==> src/rtl/slot_game_ctrl_pkg.sv <==
`default_nettype none
// +----------------------------------------------------------------------+
// | Package : slot_pkg                                                    |
// | Shared types and default game constants for the slot-machine game    |
// | logic and the display's credit digit decoder.                        |
// | Rev 1.0 : initial release                                            |
// +----------------------------------------------------------------------+
package slot_pkg;

  // Game phases; the SPIN_* names say which reels are still turning.
  typedef enum logic [2:0] {
    IDLE     = 3'd0,
    SPIN_ALL = 3'd1,
    SPIN_2   = 3'd2,
    SPIN_1   = 3'd3,
    EVAL     = 3'd4
  } state_t;

  typedef logic [1:0] symbol_t;
  typedef logic [9:0] credit_t;

  localparam credit_t    C_BET         = 10'd10;
  localparam credit_t    C_COIN_VALUE  = 10'd10;
  localparam credit_t    C_INIT_CREDIT = 10'd100;
  localparam credit_t    C_MAX_CREDIT  = 10'd999;
  localparam logic [7:0] C_SPIN_FRAMES    = 8'd60;
  localparam logic [7:0] C_STAGGER_FRAMES = 8'd20;
  localparam credit_t    C_PAY_TRIPLE  = 10'd50;
  localparam credit_t    C_PAY_JACKPOT = 10'd100;

  // Clamp an 11-bit intermediate balance to the display ceiling.
  function automatic credit_t sat_credit(input logic [10:0] sum, input credit_t ceiling);
    if (sum > {1'b0, ceiling}) begin
      return ceiling;
    end
    return sum[9:0];
  endfunction

endpackage
`default_nettype wire

==> src/rtl/slot_game_ctrl_btn_edge.sv <==
`default_nettype none
// +----------------------------------------------------------------------+
// | Module  : btn_edge                                                    |
// | Registered rising-edge detector for an already-synchronized button   |
// | level. One press yields one 1-cycle pulse, however long it is held.  |
// | Rev 1.0 : initial release                                            |
// +----------------------------------------------------------------------+
module btn_edge (
  input  logic clk,
  input  logic rst,
  input  logic level_i,
  output logic rise_o
);

  logic level_q;
  logic rise_q;

  // Remember the previous level and register the rise so the event is a clean flop output.
  always_ff @(posedge clk or posedge rst) begin
    if (rst) begin
      level_q <= 1'b0;
      rise_q  <= 1'b0;
    end else begin
      level_q <= level_i;
      rise_q  <= level_i & ~level_q;
    end
  end

  assign rise_o = rise_q;

endmodule
`default_nettype wire

==> src/rtl/slot_game_ctrl.sv <==
`default_nettype none
// +----------------------------------------------------------------------+
// | Module  : slot_game_ctrl                                              |
// | Slot-machine game logic: button events, spin/stop/evaluate sequence, |
// | per-frame reel advance and saturating credit balance.                |
// | Rev 1.0 : initial release                                            |
// +----------------------------------------------------------------------+
module slot_game_ctrl
  import slot_pkg::*;
#(
  parameter credit_t    BET            = C_BET,
  parameter credit_t    COIN_VALUE     = C_COIN_VALUE,
  parameter credit_t    INIT_CREDIT    = C_INIT_CREDIT,
  parameter credit_t    MAX_CREDIT     = C_MAX_CREDIT,
  parameter logic [7:0] SPIN_FRAMES    = C_SPIN_FRAMES,
  parameter logic [7:0] STAGGER_FRAMES = C_STAGGER_FRAMES,
  parameter credit_t    PAY_TRIPLE     = C_PAY_TRIPLE,
  parameter credit_t    PAY_JACKPOT    = C_PAY_JACKPOT
) (
  input  logic       clk,
  input  logic       rst,
  input  logic       frame_tick,
  input  logic       btn_coin,
  input  logic       btn_spin,
  input  logic       btn_stop,
  output logic [1:0] reel_pos0,
  output logic [1:0] reel_pos1,
  output logic [1:0] reel_pos2,
  output logic [9:0] credit,
  output logic       stop,
  output logic       spinning,
  output logic       win,
  output logic       reject
);

  logic w_coin_ev;
  logic w_spin_ev;
  logic w_stop_ev;

  btn_edge u_coin_edge (.clk(clk), .rst(rst), .level_i(btn_coin), .rise_o(w_coin_ev));
  btn_edge u_spin_edge (.clk(clk), .rst(rst), .level_i(btn_spin), .rise_o(w_spin_ev));
  btn_edge u_stop_edge (.clk(clk), .rst(rst), .level_i(btn_stop), .rise_o(w_stop_ev));

  state_t         state_q, state_d;
  logic [7:0]     fcnt_q, fcnt_d;
  symbol_t [2:0]  pos_q, pos_d;
  credit_t        credit_q, credit_d;
  logic           stop_q, stop_d;
  logic           win_q, win_d;
  logic           reject_q, reject_d;

  logic [2:0]     w_mask;
  logic [7:0]     w_limit;
  state_t         w_next_phase;
  logic           w_exit;
  logic           w_match;
  logic [10:0]    w_add;
  logic [10:0]    w_sub;
  logic [10:0]    w_sum;

  assign w_match = (pos_q[0] == pos_q[1]) && (pos_q[1] == pos_q[2]);

  // Per-phase view: which reels still turn, their frame limit, and where the phase exits to.
  always_comb begin
    w_mask       = 3'b000;
    w_limit      = STAGGER_FRAMES;
    w_next_phase = IDLE;
    case (state_q)
      SPIN_ALL: begin
        w_mask       = 3'b111;
        w_limit      = SPIN_FRAMES;
        w_next_phase = SPIN_2;
      end
      SPIN_2: begin
        w_mask       = 3'b110;
        w_next_phase = SPIN_1;
      end
      SPIN_1: begin
        w_mask       = 3'b100;
        w_next_phase = EVAL;
      end
      default: begin
        w_mask       = 3'b000;
      end
    endcase
  end

  // Next-state, reel advance and credit arithmetic; a coin is credited in every state.
  always_comb begin
    state_d  = state_q;
    fcnt_d   = fcnt_q;
    pos_d    = pos_q;
    win_d    = 1'b0;
    reject_d = 1'b0;
    w_exit   = 1'b0;
    w_add    = w_coin_ev ? {1'b0, COIN_VALUE} : 11'd0;
    w_sub    = 11'd0;

    case (state_q)
      IDLE: begin
        if (w_spin_ev) begin
          // Affordability uses the balance before any coin in this same cycle.
          if (credit_q >= BET) begin
            w_sub   = {1'b0, BET};
            fcnt_d  = 8'd0;
            state_d = SPIN_ALL;
          end else begin
            reject_d = 1'b1;
          end
        end
      end
      SPIN_ALL, SPIN_2, SPIN_1: begin
        // The tick's advance is always applied; a coincident stop still exits only one phase.
        if (frame_tick) begin
          for (int i = 0; i < 3; i++) begin
            if (w_mask[i]) begin
              pos_d[i] = pos_q[i] + 2'd1;
            end
          end
          fcnt_d = fcnt_q + 8'd1;
          if ((fcnt_q + 8'd1) == w_limit) begin
            w_exit = 1'b1;
          end
        end
        if (w_stop_ev) begin
          w_exit = 1'b1;
        end
        if (w_exit) begin
          fcnt_d  = 8'd0;
          state_d = w_next_phase;
        end
      end
      EVAL: begin
        state_d = IDLE;
        if (w_match) begin
          win_d = 1'b1;
          w_add = w_add + ((pos_q[0] == 2'd3) ? {1'b0, PAY_JACKPOT} : {1'b0, PAY_TRIPLE});
        end
      end
      default: begin
        state_d = IDLE;
      end
    endcase

    w_sum    = {1'b0, credit_q} + w_add - w_sub;
    credit_d = sat_credit(w_sum, MAX_CREDIT);
    stop_d   = (state_d == IDLE) || (state_d == EVAL);
  end

  // State and registered outputs; reset may arrive asynchronously mid-spin.
  always_ff @(posedge clk or posedge rst) begin
    if (rst) begin
      state_q  <= IDLE;
      fcnt_q   <= 8'd0;
      pos_q    <= '0;
      credit_q <= INIT_CREDIT;
      stop_q   <= 1'b1;
      win_q    <= 1'b0;
      reject_q <= 1'b0;
    end else begin
      state_q  <= state_d;
      fcnt_q   <= fcnt_d;
      pos_q    <= pos_d;
      credit_q <= credit_d;
      stop_q   <= stop_d;
      win_q    <= win_d;
      reject_q <= reject_d;
    end
  end

  assign reel_pos0 = pos_q[0];
  assign reel_pos1 = pos_q[1];
  assign reel_pos2 = pos_q[2];
  assign credit    = credit_q;
  assign stop      = stop_q;
  assign spinning  = ~stop_q;
  assign win       = win_q;
  assign reject    = reject_q;

endmodule
`default_nettype wire

==> config.mk <==
export PLATFORM = sky130hd
export DESIGN_NAME = slot_game_ctrl
export DESIGN_NICKNAME = d
export VERILOG_FILES = /design/src/rtl/slot_game_ctrl_pkg.sv /design/src/rtl/slot_game_ctrl_btn_edge.sv /design/src/rtl/slot_game_ctrl.sv
export SDC_FILE = /design/constraint.sdc
export NUM_CORES = 1
export LEC_CHECK = 0
export ABC_AREA = 1
export BUFFER_PORTS_ARGS = -buffer_cell sky130_fd_sc_hd__clkbuf_2
export CELL_PAD_IN_SITES_DETAIL_PLACEMENT = 1
export CELL_PAD_IN_SITES_GLOBAL_PLACEMENT = 1
export CORE_ASPECT_RATIO = 0.8
export CORE_MARGIN = 10
export CORE_UTILIZATION = 25
export CTS_CLUSTER_SIZE = 14
export DETAILED_ROUTE_END_ITERATION = 10
export PLACE_DENSITY_LB_ADDON = 0.1
export SLEW_MARGIN = 20
export SYNTH_ARGS = -nofsm -noshare
export SYNTH_HDL_FRONTEND = slang
export SYNTH_HIERARCHICAL = 1
export SYNTH_SLANG_ARGS = --single-unit
==> constraint.sdc <==
create_clock -name clk -period 4.3 [get_ports clk]
set_input_delay 0.645 -clock clk [delete_from_list [all_inputs] [get_ports clk]]
set_output_delay 0.645 -clock clk [all_outputs]
set_load 0.02 [all_outputs]
# Word-level counts from Yosys, hierarchy flattened
# Cells that the tools add are included.
[word_totals]
register_bits = 36
latch_bits = 0
ram_bits = 0
romBits = 0
word_cells = 84
n_memories = 0
[classes]
n_addsub = 7
multipliers = 0
div = 0
magnitude_cmp = 2
eq_ne = 12
n_shift = 0
muxes = 31
bitwise_logic = 7
reduce_logical = 10
[ops]
columns = ["operator", "n"]
rows = [
  ["2-to-1 mux 8 bit", 6],
  ["2-to-1 mux 10 bit", 2],
  ["case mux 3 bit (3 select lines)", 2],
  ["2-to-1 mux 4 bit", 4],
  ["case mux 8 bit (2 select lines)", 1],
  ["adder 10 x 11 -> 11 bit", 1],
  ["> comparator 11 x 10 -> 1 bit, second input constant", 1],
  ["subtractor 11 bit", 1],
  ["greater-or-equal comparator 10 x 4 -> 1 bit, second input constant", 1],
  ["2-to-1 mux 1 bit", 10],
  ["2-to-1 mux 3 bit", 3],
  ["AND reduction 3 bit", 3],
  ["adder 4 x 7 -> 8 bit", 1],
  ["adder 8 x 1 -> 8 bit, second input constant", 1],
  ["== test 8 bit", 1],
  ["2-to-1 mux 7 bit", 1],
  ["adder 2 x 1 -> 2 bit, second input constant", 3],
  ["== test 3 x 2 -> 1 bit, second input constant", 2],
  ["== test 3 bit, second input constant", 2],
  ["logical NOT 3 bit", 2],
  ["2-to-1 mux 6 bit", 1],
  ["case mux 3 bit (2 select lines)", 1],
  ["== test 2 bit", 2],
  ["inverter 1 bit", 4],
  ["other kinds (11)", 13],
]

# Depth between registers and ports, before layout
# Gate-level depths: netlist (run 1).
[depth]
word_depth = 11
depth_mapped = 19

# Hierarchy
# The synthesis (run 1) kept the hierarchy.
[modules_own_cells]
columns = ["mod", "n_inst", "cells_per_inst", "area_each_um2"]
rows = [
  ["slot_game_ctrl", 1, 302, 2260.9],
  ["btn_edge", 3, 5, 63.8],
]

# Worst setup path after synthesis (run 1)
# Ideal clock, no wire load.
[synth_timing]
kind = "register to register"
startpoint = "register pos_q, in the netlist reel_pos0[0]"
endpoint = "register credit_q[1] (netlist: credit[1])"
t_arrival_ps = 3147
required_time_ps = 4160
path_slack_ps = 1013
stages_incl_launch_ff = 17
path_buffers = 0
period_less_slack_ps = 3287
cell_sequence = "dfrtp_1 xnor2_1 nand4_1 nor2_1 nand3_1 xor2_1 fa_1 inv_1 ha_1 nand2_1 nor2_1 nand2_1 nand3_2 nand3_2 o21ai_2 xor2_2 nand3_1"
[synth_via]
elab_chain_len = 10
[synth_rtl]
columns = ["item", "line_no", "text"]
rows = [
  ["from (decl)", "slot_game_ctrl.sv:46", "symbol_t [2:0] pos_q, pos_d;"],
  ["from (signal assigned)", "slot_game_ctrl.sv:163", "pos_q <= pos_d;"],
  ["== test 2 bit", "slot_game_ctrl.sv:137", "w_add = w_add + ((pos_q[0] == 2'd3) ? {1'b0, PAY_JACKPOT} : {1'b0, PAY_TRIPLE});"],
  ["2-to-1 mux 7 bit", "slot_game_ctrl.sv:137", ""],
  ["adder 4 x 7 -> 8 bit", "slot_game_ctrl.sv:137", ""],
  ["2-to-1 mux 8 bit (*)", "slot_game_ctrl.sv:135", "if (w_match) begin"],
  ["2-to-1 mux 8 bit (*)", "slot_game_ctrl.sv:99", "case (state_q)"],
  ["adder 10 x 11 -> 11 bit (*)", "slot_game_ctrl.sv:145", "w_sum = {1'b0, credit_q} + w_add - w_sub;"],
  ["subtractor 11 bit (*)", "slot_game_ctrl.sv:145", ""],
  ["> comparator 11 x 10 -> 1 bit", "slot_game_ctrl_pkg.sv:33", "if (sum > {1'b0, ceiling}) begin"],
  ["2-to-1 mux 1 bit", "slot_game_ctrl_pkg.sv:33", ""],
  ["2-to-1 mux 10 bit (*)", "slot_game_ctrl_pkg.sv:36", "return sum[9:0];"],
  ["via credit_d[1]", "slot_game_ctrl.sv:47", "credit_t credit_q, credit_d;"],
  ["to (signal assigned)", "slot_game_ctrl.sv:164", "credit_q <= credit_d;"],
  ["to (decl)", "slot_game_ctrl.sv:47", ""],
]
# The timed path passes the listed nets; every way through them passes the cells marked *.
# A chain may end at the register's enable or synchronous reset.

# Worst setup path in the final report (run 1)
[layout_timing]
startpoint = "register credit_q[2] (netlist: credit[2])"
endpoint = "register credit_q[3] (netlist: credit[3])"
[layout_via]
elab_chain_len = 8
[layout_rtl]
columns = ["item", "line_no", "text"]
rows = [
  ["greater-or-equal comparator 10 x 4 -> 1 bit", "slot_game_ctrl.sv:103", "if (credit_q >= BET) begin"],
  ["2-to-1 mux 4 bit", "slot_game_ctrl.sv:103", ""],
  ["2-to-1 mux 4 bit", "slot_game_ctrl.sv:101", "if (w_spin_ev) begin"],
  ["2-to-1 mux 4 bit", "slot_game_ctrl.sv:99", ""],
  ["subtractor 11 bit (*)", "slot_game_ctrl.sv:145", ""],
  ["> comparator 11 x 10 -> 1 bit", "slot_game_ctrl_pkg.sv:33", ""],
  ["2-to-1 mux 1 bit", "slot_game_ctrl_pkg.sv:33", ""],
  ["2-to-1 mux 10 bit (*)", "slot_game_ctrl_pkg.sv:36", ""],
  ["via credit_d[3]", "slot_game_ctrl.sv:47", ""],
]
# Marks and branches as above.

==> results of run 1 <==
==> Yosys cell counts (5+ instances only) <==
| cell type | count |
|---|---|
| o21ai_0 | 9 |
| dfrtp_1 | 32 |
| inv_1 | 70 |
| ha_1 | 22 |
| nor2_1 | 26 |
| nand2_1 | 75 |
| xor2_1 | 10 |
| nand4_1 | 6 |
| xnor2_1 | 6 |
| a21oi_1 | 6 |
| nand3_1 | 22 |
| nor2_2 | 5 |
==> stage by stage <==
step / hold WS (ps) / power, mW
final: 233 / 2.26
after global routing: 231 / 2.51
after CTS: 232 / 2.31
after detailed placement: 399 / 1.91
after global placement: 395 / 1.92
after floorplan: 386 / 1.53
==> area by class of cell <==
cell class | instances | area [sq um]
Clock buffer | 6 | 139
Clock inverter | 2 | 10.0
Fill cell | 1201 | 6730
Inverter | 70 | 263
Multi-Input combinational cell | 210 | 1270
Sequential cell | 36 | 906
Tap cell | 119 | 149
Timing Repair Buffer | 27 | 140
==> critical path, delay by kind of cell (launching register included) <==
kind | cells | cell delay [ps]
simple gates | 10 | 1520
buf+inv | 2 | 140
flops | 1 | 540
xor+xnor | 1 | 200
fa+ha+maj | 2 | 980
compound gates | 2 | 290
==> logic make-up (layout without fill, tap and decap cells) <==
group / count (synthesis) / count (layout)
AO/OA/AOI/OAI: 20 / 20
XOR/XNOR: 17 / 17
adder cells (fa/ha/maj): 25 / 25
buffers and inverters: 71 / 105
flip-flops: 36 / 36
multiplexers: 1 / 1
AND/OR/NAND/NOR: 147 / 147
==> metal layers <==
layer	vias up	global-route usage (%)	part of all wire, %
met1	920	15.5	59
met3	5	3.03	5.1
met2	29	11.7	35
met5	-	0	0
li1	1038	-	-
met4	0	2.14	0.69
==> state kept, by name, summed over array words and instances (netlist names), 2 cells and up <==
name and count:
state_q 3, credit 10, reel_pos2 2, fcnt_q 8, reel_pos0 2, reel_pos1 2
==> report_power, final <==
group          switching, mW  internal, mW  leakage (nW)
clock network          0.141         0.228        0.0766
registers             0.0974         0.451         0.440
logic                  0.870         0.471          1.05
total                   1.11          1.15          1.57
==> worst max path at each step <==
stage / start / endpoint / depth (start not counted)
global placement: credit[2]$_DFF_PP1_ / credit[6]$_DFF_PP1_ / 16
finish: credit[2]$_DFF_PP1_ / credit[3]$_DFF_PP0_ / 17
detailed placement: credit[2]$_DFF_PP1_ / credit[4]$_DFF_PP0_ / 17
CTS: credit[2]$_DFF_PP1_ / credit[3]$_DFF_PP0_ / 17
floorplan: reel_pos0[0]$_DFFE_PP0P_ / credit[1]$_DFF_PP0_ / 16
global route: credit[2]$_DFF_PP1_ / credit[3]$_DFF_PP0_ / 17
==> results.py, run 1 <==
metrics = {
    "status": {
        "outcome": "finished, final reports clean",
    },
    "cts": {
        "h-tree-depth": 2,
        "clk_path_buf_depth": 2,
        "root_buffer": "clkbuf_16",
        "path_clk_slew_ps": 60,
        "tritoncts": "built",
        "hold_buffers": 0,
        "post_cts_resized": 0,
        "clock-sinks": 36,
        "clk_latency_ps": 280,
        "numCtsBuffers": 5,
        "cts_setup_buffers": 0,
    },
    "yosys": {
        "synth.area.mux_share_pct": 0.459,
        "synthFlopType": "dfrtp_1",
        "synth_compound_area_share_pct": 4.74,
        "synthSimpleGateAreaFrac_pct": 26.6,
        "synthCells": 317,
        "synth_cell_types": 25,
        "post_synth.cell_area_avg_sq_um": 7.74,
        "yosysWarningCount": 6,
        "post-synth-top-area-fraction_pct": 32.7,
        "syn_area_sq_um": 2450,
        "synth_top_family_by_area": "simple AND/OR/NAND/NOR gates",
        "syn-num-nets": 348,
        "ys_seq_area_share_pct": 36.9,
        "synth_area_leaders": "dfrtp_1 33%, nand2_1 11%, ha_1 11%",
        "yosysTopAreaCell": "dfrtp_1",
        "async_flop_share_pct": 100,
        "yosys.area_share.adder_pct": 13.7,
        "synth_xor_area_share_pct": 6.38,
        "synth_edf_count": 0,
        "synth-seq-cells": 36,
    },
    "worst_setup_path": {
        "crit_top_cell": "nand2_1",
        "path_cells": "inv_1, a21oi_1, o21ai_0, nand2_1, nand3_1, nor2_1, fa_1, fa_1, inv_1, nand3_1, nand2_1, nand2_1, nand3b_1, xor2_1, nand4_1, nand2_2, nor2_1",
        "crit_path_start_kind": "flop",
        "crit_slowest_cell": "dfstp_2",
        "critPathRequiredTime_ps": 4460,
        "crit_path_max_fanout": 8,
        "crit-reg2reg-launch": "credit[2]$_DFF_PP1_",
        "crit_arrival_ps": 3980,
        "path_class": "flop to flop",
        "cpPeakStageDelay_ps": 540,
        "worstRegToRegCells": 17,
        "r2r_setup_slack_ps": 480,
        "cp-end-kind": "flop",
        "worst_r2r_endpoint": "credit[3]$_DFF_PP0_",
    },
    "sta": {
        "worst_slack_ps": 481,
        "setup_viol": 0,
        "worstMarginPinSlew_ps": 520,
        "maxSlewViolCount": 0,
        "setup_tns_ps": 0,
        "relSlewSlack_pct": 65.2,
        "finalHoldViolCount": 0,
        "finalCritPeriodShare_pct": 88.8,
        "rsz0062_at_grt": "false",
        "period_needed_ps": 3820,
        "fmax_mhz": 262,
        "clock_skew_ps": 4.71,
    },
    "grt": {
        "grt_pass1_wl_microns": 10800,
        "grt_use_total_pct": 9.66,
        "grt_pass1_vias": 2041,
        "grt-ovfl-total": 0,
        "grt_max_degree": 26,
        "antenna_found_initial": 0,
    },
    "placement": {
        "place.gp.congestion": 0.755,
        "post_dp_cell_area_sq_um": 2730,
        "place_inst": 462,
        "hpwl_microns": 5340,
        "port_buffers": 25,
        "pre_cts_slack_ps": 454,
    },
    "run": {
        "maxCapViolCount": 0,
    },
    "final_layout": {
        "nNetsFinal": 381,
        "area_growth_pct": 17.4,
        "layout_common_cells": "75 x nand2_1, 70 x inv_1, 32 x dfrtp_1",
        "stdcell_count": 470,
        "final_util_pct": 30.0,
        "final_common_cell": "nand2_1",
        "fin_area_sq_um": 2880,
        "num_antenna_cells": 0,
        "drive_above_1_share_pct": 15.7,
    },
    "floorplanning": {
        "io_pins": 26,
        "die_w_microns": 131,
        "dieArea_sq_um": 14200,
        "core-area_sq_um": 9610,
        "row_count": 32,
        "die_h_microns": 109,
        "initial_core_util_pct": 25.5,
    },
    "route": {
        "drtPass1Iterations": 4,
        "viasPerCell": 4.24,
        "drcViolationCount": 0,
        "antenna_left": 0,
        "drtIter0Drc": 73,
        "wl_per_cell_microns": 13.8,
        "wl_microns": 6490,
        "vias": 1992,
    },
    "pwr": {
        "ir_worst_vdd_v": 0.000217,
        "total_leakage_power_nw": 1.57,
        "power_density_nw_per_um2": 785,
    },
    "min_path": {
        "hp-class": "input port to async pin",
    },
}
Note: power is estimated with default switching activity, not from simulation.
==> run 2: changes to the inputs <==
MAX_ROUTING_LAYER = met4   (was unset)
clock period = 4.24 ns   (was 4.3 ns; I/O delays follow)
==> run 2 against run 1 <==
Net effect: clock power is 1% higher; clock-buffer cell count stayed put; global-route usage grew 0.28 points; sequential power increased by 1%; worst setup slack worse by 60 ps; sequential cell count stayed put; first-iteration DRC count fell by 4.1%; final area stayed put; maximum frequency about the same; routed wire length about the same; critical endpoint unchanged; highest routed layer unchanged.
==> results.py, run 2 (synthesis results as in run 1) <==
metrics = {
    "floorplanning": {
        "dieArea_sq_um": 14200,
        "core-area_sq_um": 9610,
        "initial_core_util_pct": 25.5,
        "die_w_microns": 131,
        "die_h_microns": 109,
        "row_count": 32,
        "io_pins": 26,
    },
    "route": {
        "drtPass1Iterations": 4,
        "wl_microns": 6490,
        "vias": 1993,
        "antenna_left": 0,
        "drtIter0Drc": 70,
        "drcViolationCount": 0,
        "wl_per_cell_microns": 13.8,
        "viasPerCell": 4.24,
    },
    "final_layout": {
        "final_common_cell": "nand2_1",
        "nNetsFinal": 381,
        "area_growth_pct": 17.4,
        "fillers": 1201,
        "num_antenna_cells": 0,
        "layout_common_cells": "75 x nand2_1, 70 x inv_1, 32 x dfrtp_1",
        "seq_area_sq_um": 906,
        "drive_above_1_share_pct": 15.7,
        "largest_reg_flops": 10,
        "multiInputGateArea_sq_um": 1270,
    },
    "pwr": {
        "p_seq_share_pct": 24.3,
        "p_int_mw": 1.17,
        "clockPowerShare_pct": 16.3,
        "total_leakage_power_nw": 1.57,
        "ir_worst_vdd_v": 0.000221,
        "power_density_nw_per_um2": 795,
        "switching_power_mw": 1.12,
        "pwr-share-comb_pct": 59.4,
        "p_sw_share_pct": 49.0,
    },
    "grt": {
        "grt_pass1_wl_microns": 10800,
        "grt_pass1_vias": 2041,
        "antenna_found_initial": 0,
        "grt-ovfl-total": 0,
        "grt_use_total_pct": 9.94,
        "grt_max_degree": 26,
    },
    "cts": {
        "clk_path_buf_depth": 2,
        "h-tree-depth": 2,
        "hold_buffers": 0,
        "clk_latency_ps": 270,
        "cts_setup_buffers": 0,
        "tritoncts": "built",
        "root_buffer": "clkbuf_16",
        "clock-sinks": 36,
        "numCtsBuffers": 5,
        "path_clk_slew_ps": 60,
        "post_cts_resized": 0,
    },
    "status": {
        "outcome": "finished, final reports clean",
    },
    "sta": {
        "finalCritPeriodShare_pct": 90.1,
        "fmax_mhz": 262,
        "maxSlewViolCount": 0,
        "finalHoldViolCount": 0,
        "worst_slack_ps": 422,
        "relSlewSlack_pct": 65.2,
        "clock_skew_ps": 3.31,
        "setup_tns_ps": 0,
        "worstMarginPinSlew_ps": 520,
        "setup_viol": 0,
        "rsz0062_at_grt": "false",
        "period_needed_ps": 3820,
    },
    "placement": {
        "hpwl_microns": 5340,
        "place.gp.congestion": 0.765,
        "pre_cts_slack_ps": 394,
        "port_buffers": 25,
    },
    "worst_setup_path": {
        "crit_path_start_kind": "flop",
        "path_class": "flop to flop",
        "critPathRequiredTime_ps": 4400,
        "crit_path_max_fanout": 8,
        "crit-reg2reg-launch": "credit[2]$_DFF_PP1_",
        "worstRegToRegCells": 17,
        "crit_arrival_ps": 3980,
        "worstSetupStartpoint": "credit[2]$_DFF_PP1_",
        "cp-end-kind": "flop",
    },
    "run": {
        "maxCapViolCount": 0,
    },
    "min_path": {
        "hp-class": "input port to async pin",
    },
}
run 2: cell counts in the layout (fill, tap and decap cells not counted):
No cell type changed its count.
run 2: final cells by class:
| type | instances | share of cell area (%) |
|---|---|---|
| clock buffer | 6 | 4.82 |
| clock inverter | 2 | 0.348 |
| inverter | 70 | 9.13 |
| multi-input combinational | 210 | 44.2 |
| sequential | 36 | 31.5 |
| tap | 119 | 5.17 |
| timing repair buffer | 27 | 4.87 |
run 2: per-stage QoR:
stage                     power (mW)  hold WS [ps]  std cells  util (%)  instance area (sq um)
after floorplan                 1.55           377        317         -                   2450
after global placement          1.95           395        462      28.4                   2730
after detailed placement        1.94           399        462      28.4                   2730
after CTS                       2.34           223        470      30.0                   2880
after global routing            2.54           224        470      30.0                   2880
final                           2.29           224        470      30.0                   2880
run 2: power groups by stage:
| stage | Sequential, mW | Combinational, mW | Clock, mW |
|---|---|---|---|
| after floorplan | 0.623 | 0.929 | 0 |
| after global placement | 0.560 | 1.39 | 0 |
| after detailed placement | 0.564 | 1.37 | 0 |
| after CTS | 0.559 | 1.39 | 0.389 |
| after global routing | 0.575 | 1.56 | 0.406 |
| final | 0.557 | 1.36 | 0.374 |
run 2: final timing paths:
path,endpoint,slack [ps]
worst min register to register,u_stop_edge/rise_o$_DFF_PP0_,410
worst max register to register,credit[3]$_DFF_PP0_,420
max in group asynchronous,credit[6]$_DFF_PP1_,3260
min in group clk,u_stop_edge/rise_o$_DFF_PP0_,410
worst min-delay path,u_stop_edge/level_q$_DFF_PP0_,220
worst max-delay path,credit[3]$_DFF_PP0_,420
run 2: metal layers:
| metal | track usage [%] | vias up | share of wire [%] |
|---|---|---|---|
| met1 | 15.8 | 920 | 61 |
| met5 | - | - | 0 |
| li1 | - | 1039 | - |
| met2 | 11.7 | 29 | 35 |
| met3 | 2.45 | 5 | 3.7 |
| met4 | 2.14 | 0 | 0.69 |
run 2: worst max-delay path: stages, from the launching register on:
cell      delay [ps]
dfstp_2          540
inv_1             50
a21oi_1          180
o21ai_0          110
nand2_1          130
nand3_1          120
nor2_1           300
fa_1             540
fa_1             440
inv_1             90
nand3_1           70
nand2_1          130
nand2_1           70
nand3b_1          90
xor2_1           200
nand4_1          390
nand2_2          170
nor2_1            50
